`config.mk`:
```
export PLATFORM = sky130hd
export DESIGN_NAME = fifo_mst_xfer_ctrl
export DESIGN_NICKNAME = d
export VERILOG_FILES = /design/src/rtl/fifo_mst_xfer_ctrl.sv
export SDC_FILE = /design/constraint.sdc
export NUM_CORES = 1
export LEC_CHECK = 0
export BUFFER_PORTS_ARGS = -buffer_cell sky130_fd_sc_hd__buf_2
export CAP_MARGIN = 40
export CELL_PAD_IN_SITES_DETAIL_PLACEMENT = 1
export CELL_PAD_IN_SITES_GLOBAL_PLACEMENT = 1
export CORE_UTILIZATION = 43
export CTS_CLUSTER_DIAMETER = 40
export DETAILED_ROUTE_END_ITERATION = 8
export PLACE_DENSITY_LB_ADDON = 0.1
export SYNTH_ARGS = -nofsm -noshare
export SYNTH_HDL_FRONTEND = slang
export SYNTH_SLANG_ARGS = --single-unit
```
`constraint.sdc`:
```
create_clock -name fifoClk -period 3.9 [get_ports fifoClk]
set_input_delay 0.585 -clock fifoClk [delete_from_list [all_inputs] [get_ports fifoClk]]
set_output_delay 0.585 -clock fifoClk [all_outputs]
set_load 0.1 [all_outputs]
```
`src/rtl/fifo_mst_xfer_ctrl.sv`:
```
// FT600 FIFO master transfer sequencer: command, optional turnaround, counted data burst.
// Define FIFO_MST_XFER_TMO_EN to build the stall timeout counter and the ERR abort path.
module fifo_mst_xfer_ctrl #(
   parameter int BURST_LEN = 1024,
   parameter int TMO_CYC   = 255
) (
   input  logic        fifoClk,
   input  logic        fifoRst,
   input  logic        grant,
   input  logic [2:0]  t_ep_num,
   input  logic        m_rd_wr,
   input  logic        ft_rxf_n,
   input  logic        ft_txe_n,
   input  logic        wbuf_full,
   input  logic        rbuf_empty,
   output logic        ft_cmd_vld,
   output logic [3:0]  ft_cmd,
   output logic        ft_oe_n,
   output logic        ft_rd_n,
   output logic        ft_wr_n,
   output logic        wbuf_wr,
   output logic        rbuf_rd,
   output logic        idle_st,
   output logic        xfer_done,
   output logic        xfer_err,
   output logic [15:0] beat_cnt
);

   typedef enum logic [2:0] {IDLE, CMD, TURN, DATA, DONE, ERR} state_t;

   if (BURST_LEN < 1 || BURST_LEN > 65535 || TMO_CYC < 1 || TMO_CYC > 65535) begin : g_bad_param
      $error("fifo_mst_xfer_ctrl: BURST_LEN and TMO_CYC must lie in 1..65535");
   end

   state_t state;
   logic   rd_dir;
   logic   in_eval;
   logic   avail;
   logic   drained;
   logic   end_hit;
   logic   tmo_hit;
   logic   beat;
`ifdef FIFO_MST_XFER_TMO_EN
   logic [15:0] stall_cnt;
`endif

   assign rd_dir = ft_cmd[3];

   // Strobes are registered, so the beat decision is taken on the edge that enters the beat cycle:
   // from TURN for reads and from CMD for writes, then every DATA cycle.
   always_comb begin
      in_eval = (state == DATA) || (state == TURN) || ((state == CMD) && !rd_dir);
      avail   = rd_dir ? (!ft_rxf_n && !wbuf_full) : (!ft_txe_n && !rbuf_empty);
      drained = rd_dir ? ft_rxf_n : rbuf_empty;
      end_hit = (state == DATA) &&
                ((beat_cnt == 16'(BURST_LEN)) || ((beat_cnt != 16'd0) && drained));
`ifdef FIFO_MST_XFER_TMO_EN
      tmo_hit = (state == DATA) && !end_hit && (stall_cnt == 16'(TMO_CYC));
`else
      tmo_hit = 1'b0;
`endif
      beat    = in_eval && !end_hit && !tmo_hit && avail;
   end

   always_ff @(posedge fifoClk or posedge fifoRst) begin
      if (fifoRst) begin
         state      <= IDLE;
         ft_cmd_vld <= 1'b0;
         ft_cmd     <= 4'd0;
         ft_oe_n    <= 1'b1;
         ft_rd_n    <= 1'b1;
         ft_wr_n    <= 1'b1;
         wbuf_wr    <= 1'b0;
         rbuf_rd    <= 1'b0;
         idle_st    <= 1'b1;
         xfer_done  <= 1'b0;
         beat_cnt   <= 16'd0;
`ifdef FIFO_MST_XFER_TMO_EN
         xfer_err   <= 1'b0;
         stall_cnt  <= 16'd0;
`endif
      end else begin
         ft_cmd_vld <= 1'b0;
         ft_rd_n    <= 1'b1;
         ft_wr_n    <= 1'b1;
         wbuf_wr    <= 1'b0;
         rbuf_rd    <= 1'b0;
         xfer_done  <= 1'b0;
`ifdef FIFO_MST_XFER_TMO_EN
         xfer_err   <= 1'b0;
`endif
         case (state)
            IDLE: begin
               if (grant) begin
                  state      <= CMD;
                  ft_cmd     <= {m_rd_wr, t_ep_num};
                  ft_cmd_vld <= 1'b1;
                  idle_st    <= 1'b0;
                  beat_cnt   <= 16'd0;
`ifdef FIFO_MST_XFER_TMO_EN
                  stall_cnt  <= 16'd0;
`endif
               end
            end
            CMD: begin
               state   <= rd_dir ? TURN : DATA;
               ft_oe_n <= !rd_dir;
            end
            TURN: state <= DATA;
            DATA: begin
               if (end_hit) begin
                  state     <= DONE;
                  xfer_done <= 1'b1;
                  ft_oe_n   <= 1'b1;
               end
`ifdef FIFO_MST_XFER_TMO_EN
               else if (tmo_hit) begin
                  state    <= ERR;
                  xfer_err <= 1'b1;
                  ft_oe_n  <= 1'b1;
               end
`endif
            end
            DONE, ERR: begin
               state   <= IDLE;
               idle_st <= 1'b1;
            end
            default: state <= IDLE;
         endcase

         if (beat) begin
            beat_cnt <= beat_cnt + 16'd1;
            if (rd_dir) begin
               ft_rd_n <= 1'b0;
               wbuf_wr <= 1'b1;
            end else begin
               ft_wr_n <= 1'b0;
               rbuf_rd <= 1'b1;
            end
         end
`ifdef FIFO_MST_XFER_TMO_EN
         // Any cycle that is evaluated but neither beats nor ends is a stall.
         if (beat)
            stall_cnt <= 16'd0;
         else if (in_eval && !end_hit && !tmo_hit)
            stall_cnt <= stall_cnt + 16'd1;
`endif
      end
   end

`ifndef FIFO_MST_XFER_TMO_EN
   assign xfer_err = 1'b0;
`endif

endmodule

```
==> flow_summary.json <==
{
  "worst_pin_slew_ps": 746,
  "layout_common_cells": "38 x buf_2, 27 x dfrtp_1, 23 x nand2_1",
  "p_per_area_nw_per_um2": 868,
  "num_rows": 21,
  "required_ps": 4070,
  "worst_hold_slack_ps": 366,
  "rsz0062_at_grt": "no",
  "cts_resized": 0,
  "syn_avg_cell_area_um2": 9.70,
  "ys_async_sr_fraction": 1.00,
  "finClkSkew_ps": 3.65,
  "vias": 1503,
  "port_buffers": 38,
  "dr.pass1.iters": 4,
  "endpoint_kind": "flop",
  "antenna_cells": 0,
  "drtIter0Drc": 104,
  "initial_utilization": 0.470,
  "p_leak_nw": 0.941,
  "ios": 40,
  "grt_max_degree": 32,
  "met2_length_um": 2170,
  "clock_path_buffers": 2,
  "synth_area_um2": 1630,
  "synth-edff-count": 0,
  "die_area_um2": 4040,
  "seq_power_share": 0.293,
  "core-area_um2": 3470,
  "insertion_delay_ps": 290,
  "clkSlewWorstSetupHoldPaths_ps": 60,
  "antenna_found_initial": 0,
  "cap_viol_max_count": 0,
  "synth_seq_cells": 31,
  "p_sw_frac": 0.571,
  "syn-num-nets": 181,
  "r2r_cells": 7,
  "status": "complete, no violations",
  "finalCriticalPeriod_ps": 2820,
  "route.met3.wl_um": 194,
  "critical_path.cell_chain": "inv_1 -> ha_1 -> nor4b_1 -> nand4_1 -> a211oi_4 -> nor2_2 -> a221o_1",
  "combPwrFrac": 0.559,
  "ys_seq_area_frac": 0.479,
  "top_layer_used": "met4",
  "grt_pass1_vias": 1514,
  "relSlewSlack": 0.501,
  "final_common_cell": "buf_2",
  "cp_max_fo": 17,
  "syn_inst": 168,
  "period_share": 0.722,
  "setup_viol": 0,
  "ir_drop_mv": 0.649,
  "ctsHtreeMaxLevel": 2,
  "p_int_mw": 0.715,
  "drive_gt1_frac": 0.264,
  "max_freq_mhz": 355,
  "cp_slowest_cell": "a211oi_4",
  "hold_viol_final": 0,
  "routedWlPerCell_um": 17.4,
  "die_h_um": 63.6,
  "cts_tree": "done",
  "routabilityCongestion": 0.840,
  "via_per_inst": 5.92,
  "clock_sinks": 31,
  "critPathLaunchType": "flop",
  "arrival_ps": 2990,
  "dp_hpwl_um": 3010,
  "power_switching_mw": 0.952,
  "clkPwrFrac": 0.148,
  "synth.distinct_cells": 41,
  "ant_nets": 0,
  "worstSetupPathType": "flop to flop",
  "slowest_delay_ps": 730,
  "cts_made_buffers": 5,
  "post_cts_buffers": 0,
  "grt_overflow_total": 0,
  "grt_util_all_layers": 0.241,
  "yosys_warnings": 0,
  "syn_to_final_growth_pct": 17.8,
  "drv_slew": 0,
  "wl_met1_um": 1960,
  "die_x_um": 63.6,
  "hp-class": "input pin to asynchronous set/reset pin",
  "nets": 220,
  "setup_tns_ps": 0,
  "utilization": 0.553,
  "grt_first_pass_wirelength_um": 7330,
  "synth_ff_type": "dfrtp_1",
  "finalWirelength_um": 4410,
  "hold_buffers": 0,
  "clockRootBuffer": "clkbuf_8",
  "drcViolationCount": 0
}
cell usage after synthesis, drive strengths merged, types with 2 or more instances:
master | instances | area share
ha | 2 | 0.015
dfstp | 4 | 0.065
a21o | 2 | 0.0092
and3 | 5 | 0.019
inv | 8 | 0.018
nand3 | 5 | 0.015
nand2b | 3 | 0.012
o31ai | 2 | 0.0092
a22o | 2 | 0.011
and4 | 4 | 0.022
a21oi | 2 | 0.0084
and2 | 3 | 0.012
nor4b | 3 | 0.016
dfrtp | 27 | 0.41
o21ai | 4 | 0.012
xnor2 | 2 | 0.011
clkbuf | 2 | 0.0046
a221o | 9 | 0.055
nor2 | 10 | 0.025
buf | 5 | 0.024
mux2 | 2 | 0.014
nor4 | 5 | 0.019
a211oi | 3 | 0.022
nand2 | 23 | 0.053
nand4 | 3 | 0.012
a211o | 3 | 0.016
nor3 | 17 | 0.052
critical path: cells and delay by family (launching register included):
| kind | cells | cell delay, ps |
|---|---|---|
| buffers and inverters | 1 | 80 |
| and+or+nand+nor | 3 | 910 |
| DFF | 1 | 430 |
| AOI/OAI and AO/OA | 2 | 1140 |
| adders and majority gates | 1 | 140 |
cell type report:
| cell class | instances | area (um^2) |
|---|---|---|
| multi-input combinational | 121 | 768 |
| sequential | 31 | 781 |
| timing repair buffer | 39 | 198 |
| clock inverter | 1 | 5.00 |
| clock buffer | 7 | 76.3 |
| tap | 46 | 57.6 |
| inverter | 9 | 33.8 |
| fill | 439 | 1550 |
kinds of logic after synthesis:
group	count (synthesis)	synth area share
AOI/OAI and AO/OA	29	0.154
xor gates and xnor gates	2	0.0108
adders and majority gates	2	0.0154
buffers and inverters	16	0.0492
DFF	31	0.479
muxes	3	0.0200
other	1	0.00230
and+or+nand+nor	84	0.270
per-stage QoR:
step / area (um^2) / cells / setup WS [ps] / power (mW)
2_1_floorplan: 1630 / 168 / 1160 / 1.28
3_3_place_gp: 1840 / 246 / 1280 / 1.40
3_5_place_dp: 1840 / 246 / 1180 / 1.42
4_1_cts: 1920 / 254 / 1080 / 1.68
5_1_grt: 1920 / 254 / 869 / 1.75
6_report: 1920 / 254 / 1080 / 1.67
registers in the layout, indices dropped and copies added, names as in the netlist:
register / flops
ft_wr_n: 1
ft_cmd: 4
ft_cmd_vld: 1
rbuf_rd: 1
ft_oe_n: 1
xfer_done: 1
wbuf_wr: 1
ft_rd_n: 1
beat_cnt: 16
state: 3
idle_st: 1
power groups by stage:
stage | Combinational, mW | Clock (mW) | Sequential [mW]
after global routing | 0.982 | 0.267 | 0.502
after detailed placement | 0.929 | 0 | 0.492
after global placement | 0.916 | 0 | 0.486
final | 0.932 | 0.247 | 0.488
after floorplan | 0.352 | 0 | 0.926
after CTS | 0.937 | 0.255 | 0.487
routing by layer:
metal	GRT usage	vias up
met5	0	-
met4	0.0909	0
met3	0.0779	8
met2	0.384	40
met1	0.302	759
li1	-	696
path summary, 6_finish.rpt:
| check | from | endpoint | slack, ps |
|---|---|---|---|
| hold / removal | fifoRst | wbuf_wr | 370 |
| max in group asynchronous | fifoRst | idle_st | 3210 |
| setup reg to reg | beat_cnt[0] | beat_cnt[4] | 1080 |
| hold reg to reg | ft_cmd[2] | ft_cmd[2] | 470 |
| setup / recovery | beat_cnt[0] | beat_cnt[4] | 1080 |
| min in group fifoClk | ft_cmd[2] | ft_cmd[2] | 470 |
(Power assumes the default switching activity.)
